==> src/rtl/multdiv_sequencer_pkg.sv <==
// Shared constants for the multiply/divide sequencer: decode fields, FSM states,
// exception codes and the rstatus register index.
package multdiv_sequencer_pkg;

    localparam logic [4:0] OPC_ALU   = 5'b00000;
    localparam logic [4:0] ALUOP_MUL = 5'b00110;
    localparam logic [4:0] ALUOP_DIV = 5'b00111;

    localparam int EXC_MUL     = 4;
    localparam int EXC_DIV     = 5;
    localparam int EXC_TIMEOUT = 6;

    localparam logic [4:0] RSTATUS_IDX = 5'd30;

    typedef enum logic [1:0] {
        S_IDLE  = 2'b00,
        S_START = 2'b01,
        S_BUSY  = 2'b10,
        S_WB    = 2'b11
    } state_t;

endpackage

==> src/rtl/multdiv_sequencer_timeout_counter.sv <==
// Counts BUSY cycles and flags the cycle in which the LIMIT-th BUSY cycle is
// reached, so the sequencer leaves BUSY after exactly LIMIT cycles.
module md_timeout_counter #(
    parameter int LIMIT = 40
) (
    input  logic clock,
    input  logic reset,
    input  logic clear,
    input  logic enable,
    output logic expired
);

    localparam int CW = $clog2(LIMIT + 1);

    logic [CW-1:0] count;

    always_ff @(posedge clock or posedge reset) begin
        if (reset) begin
            count <= '0;
        end else if (clear) begin
            count <= '0;
        end else if (enable) begin
            count <= count + 1'b1;
        end
    end

    assign expired = enable && (count == CW'(LIMIT - 1));

endmodule

==> src/rtl/multdiv_sequencer.sv <==
// Start/stall/write-back sequencer for the shared multiplier/divider.
// Optional BUSY watchdog enabled by defining MULTDIV_TIMEOUT_EN.
module multdiv_sequencer
    import multdiv_sequencer_pkg::*;
#(
    parameter logic [4:0] RSTATUS_REG    = RSTATUS_IDX,
    parameter int         MUL_EXC_CODE   = EXC_MUL,
    parameter int         DIV_EXC_CODE   = EXC_DIV,
    parameter int         TIMEOUT_CYCLES = 40
) (
    input  logic        clock,
    input  logic        reset,
    input  logic [31:0] q_imem,
    input  logic        data_resultRDY,
    input  logic        data_exception,
    input  logic [31:0] data_result,
    output logic        ctrl_MULT,
    output logic        ctrl_DIV,
    output logic        stall,
    output logic        md_wb_en,
    output logic [4:0]  md_wb_reg,
    output logic [31:0] md_wb_data
);

    state_t      state, state_next;
    logic        dec_mul, dec_div, md_op;
    logic        is_div;
    logic [4:0]  rd;
    logic [4:0]  wb_reg;
    logic [31:0] wb_data;
    logic        timeout_expired;

    assign dec_mul = (q_imem[31:27] == OPC_ALU) && (q_imem[6:2] == ALUOP_MUL);
    assign dec_div = (q_imem[31:27] == OPC_ALU) && (q_imem[6:2] == ALUOP_DIV);
    assign md_op   = dec_mul || dec_div;

`ifdef MULTDIV_TIMEOUT_EN
    md_timeout_counter #(
        .LIMIT(TIMEOUT_CYCLES)
    ) u_timeout (
        .clock  (clock),
        .reset  (reset),
        .clear  (state == S_START),
        .enable (state == S_BUSY),
        .expired(timeout_expired)
    );
`else
    // Watchdog absent: BUSY waits for the unit indefinitely.
    assign timeout_expired = (TIMEOUT_CYCLES < 0);
`endif

    always_ff @(posedge clock or posedge reset) begin
        if (reset) begin
            state <= S_IDLE;
        end else begin
            state <= state_next;
        end
    end

    always_comb begin
        state_next = state;
        ctrl_MULT  = 1'b0;
        ctrl_DIV   = 1'b0;
        stall      = 1'b0;
        case (state)
            S_IDLE: begin
                // Only combinational path from q_imem; forced low while in reset.
                stall = md_op && !reset;
                if (md_op) begin
                    state_next = S_START;
                end
            end
            S_START: begin
                ctrl_MULT  = !is_div;
                ctrl_DIV   = is_div;
                stall      = 1'b1;
                state_next = S_BUSY;
            end
            S_BUSY: begin
                stall = 1'b1;
                if (data_resultRDY || timeout_expired) begin
                    state_next = S_WB;
                end
            end
            S_WB: begin
                state_next = S_IDLE;
            end
            default: begin
                state_next = S_IDLE;
            end
        endcase
    end

    always_ff @(posedge clock or posedge reset) begin
        if (reset) begin
            is_div  <= 1'b0;
            rd      <= '0;
            wb_reg  <= '0;
            wb_data <= '0;
        end else begin
            case (state)
                S_IDLE: begin
                    if (md_op) begin
                        is_div <= dec_div;
                        rd     <= q_imem[26:22];
                    end
                end
                S_BUSY: begin
                    // A real result beats a watchdog expiry in the same cycle.
                    if (data_resultRDY) begin
                        if (data_exception) begin
                            wb_reg  <= RSTATUS_REG;
                            wb_data <= is_div ? 32'(DIV_EXC_CODE) : 32'(MUL_EXC_CODE);
                        end else begin
                            wb_reg  <= rd;
                            wb_data <= data_result;
                        end
                    end else if (timeout_expired) begin
                        wb_reg  <= RSTATUS_REG;
                        wb_data <= 32'(EXC_TIMEOUT);
                    end
                end
                default: begin
                end
            endcase
        end
    end

    assign md_wb_en   = (state == S_WB) && (wb_reg != 5'd0);
    assign md_wb_reg  = (state == S_WB) ? wb_reg  : 5'd0;
    assign md_wb_data = (state == S_WB) ? wb_data : 32'd0;

endmodule
==> config.mk <==
export PLATFORM = sky130hd
export DESIGN_NAME = multdiv_sequencer
export DESIGN_NICKNAME = d
export VERILOG_FILES = /design/src/rtl/multdiv_sequencer_pkg.sv /design/src/rtl/multdiv_sequencer_timeout_counter.sv /design/src/rtl/multdiv_sequencer.sv
export SDC_FILE = /design/constraint.sdc
export NUM_CORES = 1
export LEC_CHECK = 0
export BUFFER_PORTS_ARGS = -buffer_cell sky130_fd_sc_hd__buf_2
export CELL_PAD_IN_SITES_DETAIL_PLACEMENT = 2
export CELL_PAD_IN_SITES_GLOBAL_PLACEMENT = 2
export CORE_ASPECT_RATIO = 0.75
export CORE_MARGIN = 3
export CORE_UTILIZATION = 28
export DETAILED_ROUTE_END_ITERATION = 10
export PLACE_DENSITY = 0.89
export SYNTH_ARGS = -nofsm -noshare
export SYNTH_HDL_FRONTEND = slang
export SYNTH_SLANG_ARGS = --single-unit
export TNS_END_PERCENT = 5
==> constraint.sdc <==
create_clock -name clock -period 3.5 [get_ports clock]
set_clock_uncertainty 0.1 [all_clocks]
set_input_delay 0.35 -clock clock [delete_from_list [all_inputs] [get_ports clock]]
set_output_delay 0.35 -clock clock [all_outputs]
set_load 0.1 [all_outputs]
Word level (Yosys, flattened, before mapping)
Cells that the tools add are included.
Widths: inputs -> output; s select.
{ "word_totals": {"elab_cells": 37, "regBits": 45, "output_inout_bits": 41, "in_bits": 68} }
{ "op_classes": {"n_reduce_logical": 14, "eq_ne": 7, "mux": 11} }
{ "ops": {"columns": ["op", "count"], "rows": [
  ["$mux 32", 2],
  ["$eq 5x3->1 const B", 2],
  ["$mux 5", 2],
  ["$pmux 2 s4", 1],
  ["$reduce_and 2->1", 3],
  ["$logic_not 5->1", 1],
  ["$reduce_bool 5->1", 1],
  ["$eq 2x2->1 const B", 2],
  ["$logic_and 1x1->1", 4],
  ["$mux 2", 2],
  ["$ne 2x2->1 const B", 2],
  ["$mux 1", 3],
  ["$eq 2x1->1 const B", 1],
  ["$logic_not 1->1", 2],
  ["$logic_not 2->1", 1],
  ["$pmux 1 s2", 1],
  ["$reduce_or 2->1", 1],
  ["$logic_or 1x1->1", 1]
]} }

Logic depth before layout (Yosys ltp)
{ "logic_depth": {"depth_word": 5, "mapped_depth": 7} }

Worst setup path after synthesis
No wires, ideal clock.
{ "synth_timing": {"path_kind": "register to output", "from": "register state[0]", "to": "output port stall", "arrival_ps": 3208, "path_buffers": 0, "stages_incl_launch_ff": 5, "required_ps": 3050, "path_slack_ps": -158, "path_cell_list": "dfrtp_1 > inv_1 > ha_1 > nand4_4 > o31ai_1"} }
{ "synth_between": {"elab_chain_cells": 3, "word_cells_on_any_way": 5, "cone_classes": "eq/ne (2); mux (1); reduce/logical (2)"} }
{ "synth_lines": {"columns": ["item", "line_no", "source"], "rows": [
  ["start, declared", "multdiv_sequencer.sv:25", "state_t state, state_next;"],
  ["start signal, assigned", "multdiv_sequencer.sv:56", "state <= state_next;"],
  ["$eq 2x2->1 or $eq 2x1->1 (tied branches)", "multdiv_sequencer.sv:65", "case (state)"],
  ["$reduce_or 2->1 (no line)", null, null],
  ["$pmux 1 s2 (*)", "multdiv_sequencer.sv:65", null],
  ["end, declared", "multdiv_sequencer.sv:19", "output logic stall,"]
]} }
Every way passes the cells marked *; elsewhere a longest branch is shown, timed or not.

Worst setup path after layout
Ends and elaborated chain as after synthesis.

==> reports/results.tsv <==
metric	value	unit
# nets final	404	
synth top area cells	dfrtp_1 48%, and2_1 10%, nand2b_1 9.2%	
Worst VDD drop	0.3841	mV
Leakage Power	0.001539	µW
CP endpoint kind	output port	
hold slack	0.1894	ns
Total GRT Usage	0.1461	
Synth top cells by count	45 x dfrtp_1, 39 x nand2_1, 38 x and2_1, 37 x o21ai_0, 34 x nand2b_1	
max FFs per register	32	
routing usage on met2	0.2474	
min Tclk post-route	2.598	ns
Critical Path Start	state[0]$_DFFE_PP0P_	
Psw	1528	µW
met3 usage	0.03706	
root buf cell	clkbuf_8	
Synth Cell Area	0.002322	mm²
row count	28	
number of synthesized register bits	45	
asr flop ratio synth	1.000	
Pwr Density	937.0	mW/mm²
Antenna Cells	0	
post-synthesis sequential area ratio	0.4849	
routability cong.	0.7941	
DIE AREA	0.009434	mm²
pre-CTS setup slack	0.8326	ns
TNS Setup	0	ns
Syn Inst Count	249	
Post-CTS Setup Bufs	0	
most common cell in the netlist	dfrtp_1	
syn avg cell area	9.326	µm²
Die H	84.87	µm
core box area	0.007988	mm²
Multi-input gate area	0.001131	mm²
Die W	111.2	µm
fillers	923	
P_int	1248	µW
initial antenna violation count	0	
Clk pin slew, worst setup/hold paths	0.09	ns
final setup fails	0	
synth unique cells	28	
outcome	finished, final reports clean	
detailed placement HPWL	4829	µm
Clock Latency Late Sink	0.29	ns
final WL	6632	µm
Syn Nets	322	
Worst R2R Path Depth	5	
Ports	109	
DR pass1 iterations	4	
worst hold path type	input pin to flip-flop	
GRT Max-Usage Layer	met2	
Comb power frac	0.560	
Fin. Hold Viols	0	
crit path to	stall	
fmax	0.3849	GHz
Clock Tree Buf Depth	2	
DRT iter0 DRCs	65	
Worst Tran Pin Value	1.155	ns
CP Data Required Time	3.05	ns
Worst Path Arrival	2.15	ns
mean routed wirelength per cell	15.21	µm
Most used DFF post-synth	dfrtp_1	
Post-DRT Antenna Nets	0	
layout cells sized above 1	0.3444	
Starting Density	0.2907	
met1 Use GR	0.1944	
sw frac	0.5505	
Reg2Reg Setup Slack	1.22	ns
total CTS buffers	5	
CTS Sinks	45	
R2R Path Start	state[0]$_DFFE_PP0P_	
Clock Power Share	0.139	
relative slew slack	0.2276	
Design Power	2776	µW
post-CTS sizing	0	
GRT overflow	0	
residual DRC count	0	
max_cap viols	0	
Critical R2R Capture	wb_data[22]$_DFFE_PP0P_	
vias in the first global route	2263	
worst-path maximum fanout	7	
H-tree levels	2	
EDFF count, synth	0	
Ys Warns	0	
port buffer count	91	
cell taking the most area after synthesis	dfrtp_1	
Critical Path Start Type	flip-flop	
Register Area	0.001126	mm²
Worst Setup Slack, final	0.9017	ns
Flop pwr share	0.302	
Area Overhead vs Synth	27.59	%
largest net degree at the start of global routing	75	
area share of the largest cell type after synthesis	0.4849	
first-pass GRT wire length	11370	µm
final period utilization	0.7424	
CTS tree	done	
CTS Hold Bufs	0	
Slew Limit Fails	0	
RSZ-0062 raised after global routing	false	
Setup CP Type	flip-flop to output port	
routed via count	2022	
Via density	4.638	
==> power by group through the flow <==
stage / Combinational (µW) / Sequential (µW) / Clock [µW]
6_report: 1550 / 837 / 385
3_5_place_dp: 1580 / 851 / 0
4_1_cts: 1580 / 840 / 401
5_1_grt: 1680 / 871 / 426
2_1_floorplan: 1300 / 808 / 0
3_3_place_gp: 1520 / 834 / 0
==> worst min-delay path by stage <==
stage / startpoint / endpoint / slack (ns) / depth (start not counted)
2_1_floorplan: wb_data[0]$_DFFE_PP0P_ / wb_data[0]$_DFFE_PP0P_ / 0.34 / 2
5_1_grt: q_imem[23] / rd[1]$_DFFE_PP0P_ / 0.17 / 2
3_5_place_dp: wb_data[23]$_DFFE_PP0P_ / wb_data[23]$_DFFE_PP0P_ / 0.36 / 2
4_1_cts: q_imem[26] / rd[4]$_DFFE_PP0P_ / 0.18 / 2
3_3_place_gp: wb_data[12]$_DFFE_PP0P_ / wb_data[12]$_DFFE_PP0P_ / 0.35 / 2
6_report: q_imem[23] / rd[1]$_DFFE_PP0P_ / 0.19 / 2
==> through the flow <==
stage	instances	instance area [µm²]	utilization
floorplan	249	2327	-
global placement	429	2856	0.3576
detailed placement	429	2856	0.3576
CTS	436	2960	0.3706
global route	436	2963	0.3709
finish	436	2963	0.3709
==> final cells by class <==
| cell class | count | area share |
|---|---|---|
| Sequential cell | 45 | 0.3801 |
| Clock buffer | 5 | 0.02323 |
| Inverter | 4 | 0.005068 |
| Timing Repair Buffer | 91 | 0.1537 |
| Multi-Input combinational cell | 184 | 0.3818 |
| Tap cell | 105 | 0.04434 |
| Clock inverter | 2 | 0.01182 |
==> layout by cell type, fill, tap and decap left out, types with 2 or more instances in the layout <==
cell type and count:
a311oi_1 2, and2_1 38, buf_2 91, clkbuf_8 5, dfrtp_1 45, ha_1 4, inv_1 3, mux2_2 6
nand2_1 38, nand2b_1 34, nor2_1 6, o21ai_0 37
==> logic make-up (layout without fill, tap and decap cells) <==
logic type,count (synthesis),count (layout),share of synthesized area
and+or+nand+nor,127,127,0.3130
AOI/OAI and AO/OA,45,45,0.1094
DFF,45,45,0.4849
buffers and inverters,20,102,0.03233
muxes,7,7,0.03340
adders and majority gates,5,5,0.02694
==> per-layer routing <==
| layer | vias up | share of wire |
|---|---|---|
| met2 | 52 | 0.50 |
| met3 | 2 | 0.047 |
| li1 | 969 | - |
| met4 | 0 | 0.0041 |
| met5 | - | 0 |
| met1 | 999 | 0.45 |
==> worst max-delay path, cell delays in order (launching register included) <==
cell     delay, ns
dfrtp_1       0.44
inv_1         0.17
ha_1          0.35
nand4_4       0.22
o31ai_2       0.22
buf_2         0.46
No activity file was read; power rests on OpenSTA's default activity.
